`src/rtl/pipeline_stall_ctrl.sv`:
```
// Pipeline interlock responder: owns IF/ID and ID/EX, applies stall/flush.
// Counts stall bubbles and flags runaway stalls.
module pipeline_stall_ctrl #(
  parameter int          PC_W       = 16,
  parameter logic [3:0]  NOP_OPCODE = 4'hF,
  parameter int          MAX_STALL  = 8
) (
  input  logic            clock,
  input  logic            reset,
  input  logic [15:0]     if_instr,
  input  logic [PC_W-1:0] if_pc,
  input  logic            if_valid,
  input  logic            hazard_stall,
  input  logic            branch_flush,
  output logic            pc_write,
  output logic [15:0]     if_id_instr,
  output logic [PC_W-1:0] if_id_pc,
  output logic            if_id_valid,
  output logic [3:0]      id_ex_opcode,
  output logic [3:0]      id_ex_dest,
  output logic [3:0]      id_ex_op1,
  output logic [3:0]      id_ex_op2,
  output logic            id_ex_valid,
  output logic [15:0]     stall_count,
  output logic            stall_timeout,
  output logic [1:0]      state
);

  typedef enum logic [1:0] {
    RUN     = 2'd0,
    STALL   = 2'd1,
    FLUSHED = 2'd2
  } state_t;

  localparam logic [15:0] NOP_INSTR = {NOP_OPCODE, 12'h000};
  localparam logic [7:0]  MAX_C     = 8'(MAX_STALL);

  state_t     st;
  logic       stall_eff;
  logic       advance;
  logic [7:0] consec;
  logic [7:0] consec_inc;

  assign stall_eff  = hazard_stall & if_id_valid & ~branch_flush;
  assign advance    = ~branch_flush & ~stall_eff;
  assign pc_write   = reset | ~stall_eff;
  assign consec_inc = (consec == 8'hFF) ? consec : consec + 8'd1;
  assign state      = st;

  // Pipeline registers: flush squashes both, stall bubbles ID/EX.
  always_ff @(posedge clock or posedge reset) begin
    if (reset) begin
      if_id_instr  <= NOP_INSTR;
      if_id_pc     <= '0;
      if_id_valid  <= 1'b0;
      id_ex_opcode <= NOP_OPCODE;
      id_ex_dest   <= 4'h0;
      id_ex_op1    <= 4'h0;
      id_ex_op2    <= 4'h0;
      id_ex_valid  <= 1'b0;
    end else begin
      unique case (1'b1)
        branch_flush: begin
          if_id_instr  <= NOP_INSTR;
          if_id_valid  <= 1'b0;
          id_ex_opcode <= NOP_OPCODE;
          id_ex_dest   <= 4'h0;
          id_ex_op1    <= 4'h0;
          id_ex_op2    <= 4'h0;
          id_ex_valid  <= 1'b0;
        end
        stall_eff: begin
          id_ex_opcode <= NOP_OPCODE;
          id_ex_dest   <= 4'h0;
          id_ex_op1    <= 4'h0;
          id_ex_op2    <= 4'h0;
          id_ex_valid  <= 1'b0;
        end
        advance: begin
          if_id_instr <= if_instr;
          if_id_pc    <= if_pc;
          if_id_valid <= if_valid;
          if (if_id_valid) begin
            id_ex_opcode <= if_id_instr[15:12];
            id_ex_dest   <= if_id_instr[11:8];
            id_ex_op1    <= if_id_instr[7:4];
            id_ex_op2    <= if_id_instr[3:0];
          end else begin
            id_ex_opcode <= NOP_OPCODE;
            id_ex_dest   <= 4'h0;
            id_ex_op1    <= 4'h0;
            id_ex_op2    <= 4'h0;
          end
          id_ex_valid <= if_id_valid;
        end
        default: ;
      endcase
    end
  end

  // Bubble statistics: total count, consecutive run and sticky timeout.
  always_ff @(posedge clock or posedge reset) begin
    if (reset) begin
      stall_count   <= 16'h0000;
      consec        <= 8'h00;
      stall_timeout <= 1'b0;
    end else if (stall_eff) begin
      if (stall_count != 16'hFFFF)
        stall_count <= stall_count + 16'd1;
      consec <= consec_inc;
      if (consec_inc == MAX_C)
        stall_timeout <= 1'b1;
    end else begin
      consec <= 8'h00;
    end
  end

  // Interlock state: flush dominates, then stall, else run.
  always_ff @(posedge clock or posedge reset) begin
    if (reset) begin
      st <= RUN;
    end else begin
      unique case (1'b1)
        branch_flush: st <= FLUSHED;
        stall_eff:    st <= STALL;
        advance:      st <= RUN;
        default:      st <= RUN;
      endcase
    end
  end

endmodule

```
`config.mk`:
```
export PLATFORM = sky130hd
export DESIGN_NAME = pipeline_stall_ctrl
export DESIGN_NICKNAME = d
export VERILOG_FILES = /design/src/rtl/pipeline_stall_ctrl.sv
export SDC_FILE = /design/constraint.sdc
export NUM_CORES = 1
export LEC_CHECK = 0
export BUFFER_PORTS_ARGS = -buffer_cell sky130_fd_sc_hd__buf_2
export CAP_MARGIN = 10
export CORE_MARGIN = 2
export CORE_UTILIZATION = 45
export CTS_BUF_LIST = sky130_fd_sc_hd__clkbuf_4 sky130_fd_sc_hd__clkbuf_8 sky130_fd_sc_hd__clkbuf_16
export DETAILED_ROUTE_END_ITERATION = 6
export PLACE_DENSITY = 0.76
export SLEW_MARGIN = 25
export SYNTH_ARGS = -nofsm -noshare
export SYNTH_HDL_FRONTEND = slang
export SYNTH_SLANG_ARGS = --single-unit
```
`constraint.sdc`:
```
create_clock -name clock -period 2.27 [get_ports clock]
set_clock_uncertainty 0.15 [all_clocks]
set_input_delay 0.1135 -clock clock [delete_from_list [all_inputs] [get_ports clock]]
set_output_delay 0.1135 -clock clock [all_outputs]
set_load 0.005 [all_outputs]
```
[Yosys cells after proc, flatten, opt, wreduce, memory -nomap -nowiden]
Index checks and enable logic that the tools add are counted.
Word-level totals
  bits in registers: 77
  bits in latches: 0
  bits in writable memories: 0
  ROM bits: 0
  input port bits: 37
  output and inout bits: 70
  logic and storage cells: 42
  memories kept: 0
Operators by class
  add/sub/neg operators: 2
  multipliers: 0
  divide/modulo/power cells: 0
  order comparisons: 0
  equal/unequal tests: 3
  shifts and indexed selects: 0
  multiplexer cells: 14
  bitwise gates (word level): 6
  reductions and logical operators: 5
Operator list (count)
  16-bit one-hot mux with 2 select lines: 1
  4-bit one-hot mux with 2 select lines: 4
  16-bit by 1-bit adder with 16-bit output (second input constant): 1
  4-bit two-way mux: 4
  8-bit two-way mux: 2
  16-bit != test (second input constant): 1
  8-bit by 1-bit adder with 8-bit output (second input constant): 1
  8-bit by 4-bit equality test with 1-bit output (second input constant): 1
  8-bit equality test (second input constant): 1
  1-bit one-hot mux with 2 select lines: 2
  2-bit one-hot mux with 2 select lines: 1
  2-bit AND reduction: 2
  2-bit nonzero test: 2
  1-bit bitwise AND: 3
  1-bit inverter: 2
  2-bit OR reduction: 1
  1-bit OR: 1

[Logic depth before layout (Yosys ltp)]
Gate-level depths: netlist of the first run.
  word-level depth: 5
  depth in mapped cells: 6
  depth with buffers taken out: 5

[Worst setup path after synthesis of the first run]
No wires, ideal clock.
  path kind: in2out
  start point: input reset
  end point: output pc_write
  arrival time: 1885 ps
  required time: 2007 ps
  slack: 122 ps
  stages on the path: 2
  path buffers: 0
  path through: inv_1 > nand2_1
Between the ends
  longest elaborated chain between the ends: 1
Ends and longest elaborated chain
  start: declaration: RTL line 9  | input logic reset,
  1-bit OR: RTL line 46  | assign pc_write = reset | ~stall_eff;
  end: declaration: RTL line 15  | output logic pc_write,
No other way between the ends.

[Worst setup path in the final report of the first run]
  start point: input branch_flush
  end point: register stall_count[14]
Between the ends
  longest elaborated chain between the ends: 3
Ends and longest elaborated chain
  start: declaration: RTL line 14  | input logic branch_flush,
  1-bit inverter: RTL line 44  | assign stall_eff = hazard_stall & if_id_valid & ~branch_flush;
  1-bit bitwise AND: RTL line 44
  2-bit AND reduction (no line)
  end signal: assignment: RTL line 109  | stall_count <= stall_count + 16'd1;
  end: declaration: RTL line 24  | output logic [15:0] stall_count,
No other way between the ends.
A chain may end at the register's enable or synchronous reset.

==> impl_results.md, run 1 <==
* Post-synthesis cell count at 267
* Clock-pin slew on the worst setup and hold paths at 80 ps
* Data required time of the worst path at 2340 ps
* Met1 usage at 26.1%
* Cell taking the most area after synthesis: dfrtp_1
* Final Util at 64.9%
* Met2 Use GR at 32.8%
* Post-route ant nets at 0
* Post-DP HPWL at 4770 um
* GRT Max-Usage Layer: met2
* Residual DRC count at 0
* Peak Freq at 540 MHz
* Most frequent cell after synthesis: dfrtp_1
* Clock power share at 39.0%
* Worst-Skew Late Latency at 330 ps
* Post-CTS sizing at 0
* CP Launch Type: input port
* Final Max Slew Viols at 0
* Met3 Usage GRT at 4.27%
* Total CTS buffers at 9
* Unrepaired setup endpoints after global routing: no
* Register share of total power at 48.9%
* Die width at 87.0 um
* Final Hold Vio Count at 0
* Worst IR Drop VDD at 0.352 mV
* Register area share after synthesis at 62.5%
* Most frequent cells after synthesis: dfrtp_1, nand2_1, and3_1, a22o_1
* Crit Path Category: input port to register
* Vias/cell at 5.15
* Power Internal at 2.46 mW
* Net Count, Synth at 306
* First-pass GRT wire length at 11900 um
* Syn_area_per_cell at 11.6 sq um
* Drt pass-1 iters at 4
* Die height at 87.0 um
* Most used flip-flop cell after synthesis: dfrtp_1
* Clock Tree Root: clkbuf_8
* Setup TNS at 0 ps
* Final setup margin at 418 ps
* Dpl ws at 458 ps
* Crit share post-route at 81.6%
* Initial antenna violation count at 0
* Critical path arrival at 1920 ps
* Max_cap viols at 0
* Global-route usage over all layers at 20.1%
* Switch Pwr at 737 uW
* 1st-iter DRT viols at 104
* Top-area cell type share of the netlist area at 55.7%
* Placer Congestion at 0.864
* Vias in the first global route at 2490
* #FFs+latches synth at 77
* Hold_ws at 55.4 ps
* Comb power frac at 12.2%
* Final critical-path required period at 1850 ps
* Slew @ Worst Pin at 670 ps
* Post CTS Setup Buffer Count at 0
* Number of synthesized flops with an enable pin at 0
* CTS H-tree lvls at 3
* Initial Util at 46.1%
* Site row count at 30
* Yosys cell types at 43
* Synthesis-to-finish area growth at 40.7%
* Core ar. at 6720 sq um
* Fin nets at 454
* I/O pins at 107
* Post-synthesis async set-or-reset flop share at 100%
* Max_slew headroom at 55.3%
* CTS Buffer Depth at 2
* Min-Delay Path Class: input port to register
* Wire per inst at 14.8 um
* Lkg Pwr at 2.32 nW
* Yosys warns at 0
* Clock tree from TritonCTS: built
* Port Buf Inserts at 106
* Synth top area cells: dfrtp_1, nand2_1, dfstp_2
* Diodes inserted at 0
* CP max FO at 9
* Status: finished, final reports clean
* Post-Syn Area at 3100 sq um
* Setup violations, final at 0
* Sw Ratio at 23.1%
* CP Capture Type: register
* Hold Buf Count CTS at 36
* Largest net degree at the start of global routing at 55
* Drt total wl at 7380 um
* Fraction of layout cells with a size suffix above 1 at 36.0%
* PwrDens at 733 nW/um^2
* Grt total ovfl at 0
* Via count at 2568
* # clock sinks at 77
* Full die area at 7570 sq um
## flip-flops by register name, summed over array words and instances (netlist names)
name / count
if_id_instr: 16
if_id_pc: 16
stall_count: 16
consec: 8
id_ex_dest: 4
id_ex_op1: 4
id_ex_op2: 4
id_ex_opcode: 4
state: 2
id_ex_valid: 1
if_id_valid: 1
stall_timeout: 1
## worst max-delay path: stages
cell           delay, ps
dlygate4sd3_1        530
buf_2                160
nand3b_1             180
inv_1                250
and2_1               260
nand4_1              140
mux2_2               290
## path summary, 6_finish.rpt
| path | start | to | slack [ps] | cells past startpoint |
|---|---|---|---|---|
| max | branch_flush | stall_count[14] | 420 | 7 |
| min | hazard_stall | if_id_pc[4] | 60 | 4 |
| min in group asynchronous | reset | id_ex_dest[1] | 210 | 4 |
| min reg2reg | if_id_pc[8] | if_id_pc[8] | 320 | 2 |
| max in group asynchronous | reset | state[1] | 1170 | 4 |
| max reg2reg | consec[0] | stall_timeout | 450 | 5 |
## kinds of logic after synthesis
| kind of cell | count (synthesis) | share of synthesized area [%] |
|---|---|---|
| buf+inv | 14 | 1.82 |
| xor+xnor | 14 | 3.96 |
| compound gates | 32 | 7.75 |
| fa+ha+maj | 2 | 0.807 |
| mux | 4 | 1.53 |
| flops | 77 | 62.5 |
| simple gates | 124 | 21.6 |
## cell usage in the layout, fill, tap and decap left out, drive strengths merged, types with 4 or more instances in the layout
master,instances
nor3,6
nand3,10
nor2,7
nand2,58
clkbuf,11
or2,4
and2,4
dlygate4sd3,36
buf,112
dfstp,8
and3,14
nand4,6
a21oi,6
dfrtp,69
a22o,12
xnor2,6
o22a,4
xor2,8
## power groups by stage
stage	logic, mW	clock network, mW	registers [mW]
final	0.389	1.24	1.56
after global routing	0.433	1.32	1.58
after CTS	0.391	1.27	1.56
after detailed placement	0.341	0	1.58
after global placement	0.336	0	1.58
after floorplan	0.153	0	1.59
## cell type report
type,instances,area [sq um]
Timing Repair Buffer,148,948
Multi-Input combinational cell,176,1120
Fill cell,482,2360
Tap cell,80,100
Clock buffer,11,151
Inverter,3,11.3
Sequential cell,77,1940
Clock inverter,4,95.1
## through the flow
step | cells | total power [mW] | cell area [sq um]
after global routing | 499 | 3.33 | 4360
after CTS | 499 | 3.22 | 4360
final | 499 | 3.20 | 4360
after floorplan | 267 | 1.74 | 3100
after detailed placement | 448 | 1.92 | 3750
after global placement | 448 | 1.91 | 3750
## per-layer routing
| metal | share of wire [%] | wire length (um) |
|---|---|---|
| met4 | 2.0 | 150 |
| met3 | 4.8 | 356 |
| met5 | 0 | 0 |
| met1 | 44 | 3250 |
| met2 | 49 | 3620 |
Note: power is estimated with default switching activity, not from simulation.
==> run 2: changes to the inputs <==
==> constraint.sdc (replaced) <==
create_clock -name clock -period 1.7 [get_ports clock]
set_clock_uncertainty 0.15 [all_clocks]
set_input_delay 0.085 -clock clock [delete_from_list [all_inputs] [get_ports clock]]
set_output_delay 0.085 -clock clock [all_outputs]
set_load 0.005 [all_outputs]
==> impl_results.md, run 2 (synthesis gave the netlist of run 1 again) <==
* Port Buf Inserts at 106 (unchanged)
* Hold_ws at 25.5 ps (-29.9 ps)
* Switch Pwr at 1.03 mW (+40%)
* Diodes inserted at 0 (unchanged)
* PwrDens at 902 nW/um^2 (+23%)
* Initial antenna violation count at 0 (unchanged)
* Commonest non-fill, non-tap cell in the layout: buf_2
* Worst Path Buf+Inv at 0 (-3)
* Final critical-path required period at 1670 ps
* Lkg Pwr at 2.44 nW (+5.3%)
* Worst path top cell family by delay: simple AND/OR/NAND/NOR gates
* R2R Setup Slk at 30 ps (-420 ps)
* Setup TNS at 0 ps (unchanged)
* Comb power frac at 16.4% (+4.2 points)
* Register share of total power at 49.7% (+0.8 points)
* Power Internal at 3.08 mW (+25%)
* # clock sinks at 77 (unchanged)
* Worst-Skew Late Latency at 330 ps (about the same)
* Cell total after placement at 469 (+4.7%)
* Slew @ Worst Pin at 422 ps (-249 ps)
* Max_slew headroom at 71.9% (+17 points)
* Setup violations, final at 0 (unchanged)
* Fillers at 491 (+1.9%)
* Sw Ratio at 25.1% (+2.0 points)
* CP max FO at 5 (-4)
* First-pass GRT wire length at 12800 um (+8.1%)
* Post-route ant nets at 0 (unchanged)
* I/O pins at 107 (unchanged)
* CTS Buffer Depth at 2 (unchanged)
* Top flop regs: if_id_instr (16), if_id_pc (16), stall_count (16)
* Finished layout cell area at 4560 sq um (+4.6%)
* Hold Crit Depth at 4 (unchanged)
* Site row count at 30 (unchanged)
* Placed instance area at 3920 sq um (+4.4%)
* Die width at 87.0 um (unchanged)
* Delay of the slowest critical-path stage at 390 ps (-140 ps)
* Die height at 87.0 um (unchanged)
* Status: finished, final reports clean
* Commonest cells after routing, fill and taps aside: buf_2, dfrtp_1, nand2_1, dlygate4sd3_1, buf_4
* Final Hold Vio Count at 0 (unchanged)
* Crit Path Category: register to register
* Data required time of the worst path at 1780 ps (-560 ps)
* Global-route usage over all layers at 21.7% (+1.7 points)
* Post-DP HPWL at 5220 um (+9.4%)
* Drt total wl at 7890 um (+7.0%)
* Initial Util at 46.1% (unchanged)
* Vias/cell at 5.15 (about the same)
* Drt pass-1 iters at 4 (unchanged)
* Synthesis-to-finish area growth at 47.1%
* Full die area at 7570 sq um (unchanged)
* Max_cap viols at 0 (unchanged)
* Clock tree from TritonCTS: built
* Crit share post-route at 98.4%
* Largest net degree at the start of global routing at 41 (-25%)
* Residual DRC count at 0 (unchanged)
* 1st-iter DRT viols at 155 (+49%)
* Peak Freq at 598 MHz
* Fin nets at 478 (+5.3%)
* Worst R2R Path Depth at 5 (unchanged)
* Worst IR Drop VDD at 0.654 mV (+86%)
* Clock Tree Root: clkbuf_8
* Vias in the first global route at 2713 (+9.0%)
* Core ar. at 6720 sq um (unchanged)
* Critical path arrival at 1750 ps (-170 ps)
* CP Launch Type: register
* Placer Congestion at 0.845 (-2.2%)
* Crit-path slowest cell: dfrtp_1
* Grt total ovfl at 0 (unchanged)
* Fraction of layout cells with a size suffix above 1 at 41.7% (+5.6 points)
* Worst path cell trace: ha_1 > and4_2 > nand3_2 > a31oi_2 > a31o_2
* CTS H-tree lvls at 3 (unchanged)
* Total CTS buffers at 9 (unchanged)
* Min-Delay Path Class: input port to register
* Final Max Slew Viols at 0 (unchanged)
* Final std cells w/o fill at 524 (+5.0%)
* Wire per inst at 15.1 um (+1.9%)
* Unrepaired setup endpoints after global routing: yes
* Critical Path Stages at 5 (-2)
* Via count at 2699 (+5.1%)
* Clock-pin slew on the worst setup and hold paths at 80 ps (about the same)
* Clock power share at 33.9% (-5.1 points)
* CP Capture Type: register
[run 2: cell count changes in the layout (fill, tap and decap cells not counted), moves of 2 or more]
cell	delta
buf_4	+24
bufinv_16	-2
clkinvlp_4	+3
nand3_1	-3
nand3_2	+2
[run 2: through the flow]
| step | setup WS, ps | power (mW) | utilization, % |
|---|---|---|---|
| 2_1_floorplan | 12.9 | 2.32 | - |
| 3_3_place_gp | 8.95 | 2.63 | 58.3 |
| 3_5_place_dp | -39.5 | 2.65 | 58.3 |
| 4_1_cts | 18.2 | 4.12 | 67.1 |
| 5_1_grt | -46.7 | 4.34 | 67.9 |
| 6_report | 26.9 | 4.11 | 67.9 |
[run 2: final timing paths]
check | from | endpoint
min in group asynchronous | reset | if_id_instr[8]
min reg2reg | if_id_pc[14] | if_id_pc[14]
min | hazard_stall | id_ex_valid
max | consec[0] | stall_timeout
max in group asynchronous | reset | if_id_instr[13]
max reg2reg | consec[0] | stall_timeout
[run 2: power by group through the flow]
stage               Combinational [mW]  Clock [mW]  Sequential (mW)
floorplan                        0.206           0             2.12
global placement                 0.564           0             2.07
detailed placement               0.578           0             2.07
CTS                              0.644        1.44             2.04
global route                     0.758        1.52             2.06
finish                           0.675        1.40             2.04
[run 2: cell type report]
cell class | instances | area (sq um) | share of cell area (%)
sequential | 77 | 1940 | 42.5
inverter | 3 | 15.0 | 0.329
timing repair buffer | 172 | 1130 | 24.8
clock inverter | 5 | 58.8 | 1.29
multi-input combinational | 176 | 1170 | 25.6
clock buffer | 11 | 151 | 3.32
tap | 80 | 100 | 2.20
[run 2: routing by layer]
layer	vias to the layer above	GRT usage, %	share of wire, %	wire (um)
met1	1319	27.5	43	3360
met2	92	37.5	51	4030
met5	-	0	0	0
li1	1281	-	-	-
met3	7	4.27	5.4	424
met4	0	6.96	0.96	76
[run 2: worst reg2reg max path: stages (launching register included)]
cell and delay, ps:
dfrtp_1 390, ha_1 220, and4_2 280, nand3_2 160, a31oi_2 120, a31o_2 260
[run 2: repair_timing]
| item | 4_1_cts | 5_1_grt |
|---|---|---|
| hold buffers | 36 | 0 |
| setup buffers | 1 | 2 |
| endpoints found under the hold margin | 104 | 0 |
| resized for setup | 2 | 9 |
| gates cloned | 0 | 0 |
| pin swaps | 4 | 1 |
| setup endpoints to repair | 1 | 29 |
==> run 3: changes to the inputs <==
--- a/config.mk
+++ b/config.mk
@@ -8,10 +8,10 @@
 export BUFFER_PORTS_ARGS = -buffer_cell sky130_fd_sc_hd__buf_2
 export CAP_MARGIN = 10
 export CORE_MARGIN = 2
-export CORE_UTILIZATION = 45
+export CORE_UTILIZATION = 53
 export CTS_BUF_LIST = sky130_fd_sc_hd__clkbuf_4 sky130_fd_sc_hd__clkbuf_8 sky130_fd_sc_hd__clkbuf_16
 export DETAILED_ROUTE_END_ITERATION = 6
-export PLACE_DENSITY = 0.76
+export PLACE_DENSITY = 0.84
 export SLEW_MARGIN = 25
 export SYNTH_ARGS = -nofsm -noshare
 export SYNTH_HDL_FRONTEND = slang
==> constraint.sdc (replaced) <==
create_clock -name clock -period 2.06 [get_ports clock]
set_clock_uncertainty 0.15 [all_clocks]
set_input_delay 0.103 -clock clock [delete_from_list [all_inputs] [get_ports clock]]
set_output_delay 0.103 -clock clock [all_outputs]
set_load 0.005 [all_outputs]
==> impl_results.md, run 3 (synthesis gave the netlist of run 1 again) <==
* Switch Pwr at 829 uW (-20%)
* Final critical-path required period at 1880 ps
* Clock Tree Root: clkbuf_8
* CP max FO at 16 (+11)
* Post-CTS sizing at 0 (-2)
* PwrDens at 764 nW/um^2 (-15%)
* Core ar. at 5570 sq um (-17%)
* Final std cells w/o fill at 492 (-6.1%)
* Residual DRC count at 0 (unchanged)
* Placer Congestion at 0.903 (+6.9%)
* Die width at 80.5 um (-7.5%)
* Site row count at 27 (-10%)
* Vias/cell at 5.32 (+3.3%)
* Final Max Slew Viols at 0 (unchanged)
* Initial antenna violation count at 0 (unchanged)
* Peak Freq at 531 MHz
* Max_slew headroom at 54.0% (-18 points)
* Total CTS buffers at 9 (unchanged)
* Final Util at 77.3% (+9.4 points)
* Grt total ovfl at 0 (unchanged)
* I/O pins at 107 (unchanged)
* Port Buf Inserts at 106 (unchanged)
* Worst IR Drop VDD at 0.512 mV (-22%)
* Register share of total power at 52.3% (+2.6 points)
* Initial Util at 55.6% (+9.5 points)
* Setup violations, final at 0 (unchanged)
* Fin nets at 454 (-5.0%)
* Vias in the first global route at 2576 (-5.0%)
* Data required time of the worst path at 1810 ps (+30 ps)
* Clock-pin slew on the worst setup and hold paths at 70 ps (about the same)
* CP Capture Type: output pin
* Diodes inserted at 0 (unchanged)
* Fraction of layout cells with a size suffix above 1 at 36.2% (-5.5 points)
* Largest net degree at the start of global routing at 40 (-2.4%)
* Finished layout cell area at 4310 sq um (-5.5%)
* Setup TNS at 0 ps (unchanged)
* Global-route usage over all layers at 25.8% (+4.1 points)
* GRT Max-Usage Layer: met2
* Max_cap viols at 0 (unchanged)
* Met2 Use GR at 41.8% (+4.4 points)
* Crit Path Category: input port to output pin
* CP Launch Type: input port
* 1st-iter DRT viols at 221 (+43%)
* Die height at 80.5 um (-7.5%)
* Comb power frac at 13.1% (-3.3 points)
* Worst-Skew Late Latency at 340 ps (about the same)
* Commonest cells after routing, fill and taps aside: buf_2, dfrtp_1, nand2_1, dlygate4sd3_1, and3_1
* CTS H-tree lvls at 3 (unchanged)
* Register area at 1940 sq um (unchanged)
* Drt pass-1 iters at 4 (unchanged)
* Met1 usage at 32.4% (+4.9 points)
* Unrepaired setup endpoints after global routing: no
* Synthesis-to-finish area growth at 39.0%
* Post-route ant nets at 0 (unchanged)
* Power Internal at 2.46 mW (-20%)
* Via count at 2619 (-3.0%)
* Multi-input logic area at 1120 sq um (-4.4%)
* Wire per inst at 15.7 um (+4.2%)
* Post CTS Setup Buffer Count at 0 (-1)
* Clock tree from TritonCTS: built
* Fillers at 370 (-25%)
* Critical path arrival at 1630 ps (-120 ps)
* Post-DP HPWL at 4970 um (-4.8%)
* Met3 Usage GRT at 5.62% (+1.4 points)
* CTS Buffer Depth at 2 (unchanged)
* Sw Ratio at 25.2% (+0.088 points)
* Top flop regs: if_id_instr (16), if_id_pc (16), stall_count (16)
* Full die area at 6480 sq um (-14%)
* Placed instance area at 3750 sq um (-4.4%)
* First-pass GRT wire length at 12500 um (-2.3%)
* Drt total wl at 7720 um (-2.2%)
* Commonest non-fill, non-tap cell in the layout: buf_2
* # clock sinks at 77 (unchanged)
* Cell total after placement at 440 (-6.2%)
* Final Hold Vio Count at 0 (unchanged)
* Crit share post-route at 91.5%
* Status: finished, final reports clean
* Slew @ Worst Pin at 689 ps (+268 ps)
* Total power at 3.29 mW (-20%)
* Lkg Pwr at 2.29 nW (-6.1%)
* Min-Delay Path Class: input port to register
* Clock power share at 34.6% (+0.7 points)
## run 3: cell types whose count changed in the layout (fill, tap and decap cells not counted), sizes merged
cell / delta
clkbuf: +1
clkinvlp: -1
buf: -24
## run 3: worst paths after layout
kind / start / end / slack, ps / depth (start not counted)
setup / recovery: branch_flush / pc_write / 180 / 7
setup reg to reg: consec[0] / stall_timeout / 230 / 5
hold / removal: hazard_stall / if_id_pc[6] / 40 / 4
max in group asynchronous: reset / id_ex_op2[1] / 840 / 4
hold reg to reg: stall_timeout / stall_timeout / 330 / 1
min in group asynchronous: reset / if_id_pc[5] / 150 / 3
## run 3: power groups by stage
stage	clock network [mW]	registers (mW)	logic, mW
after global routing	1.22	1.74	0.486
after floorplan	0	1.75	0.169
after CTS	1.16	1.72	0.432
after detailed placement	0	1.75	0.379
final	1.14	1.72	0.431
after global placement	0	1.74	0.369
## run 3: layer usage
layer / part of all wire [%] / vias to the layer above
li1: - / 1225
met1: 42 / 1261
met2: 49 / 105
met3: 5.6 / 28
met4: 3.8 / 0
met5: 0 / -
## run 3: area by class of cell
cell class / instances / share of cell area (%)
inverters: 3 / 0.349
multi-input cells: 176 / 25.9
clock inverters: 4 / 1.10
clock buffers: 12 / 3.54
flip-flops and latches: 77 / 45.0
repair buffers: 148 / 22.0
well taps: 72 / 2.09
## run 3: what timing repair did
action | CTS | global route
endpoints found under the setup margin | 0 | 0
hold endpoints to repair | 64 | 0
hold buffers | 36 | 0
## run 3: per-stage QoR
stage	setup WS [ps]	hold WS, ps
floorplan	351	19.4
global placement	309	-56.7
detailed placement	261	-44.8
CTS	197	14.1
global route	101	73.0
finish	175	36.0
## run 3: worst max-delay path: stages
cell           delay (ps)
dlygate4sd3_1         550
buf_2                 160
nand3b_1              170
inv_1                 170
buf_4                 260
nand2_1                70
buf_2                 130
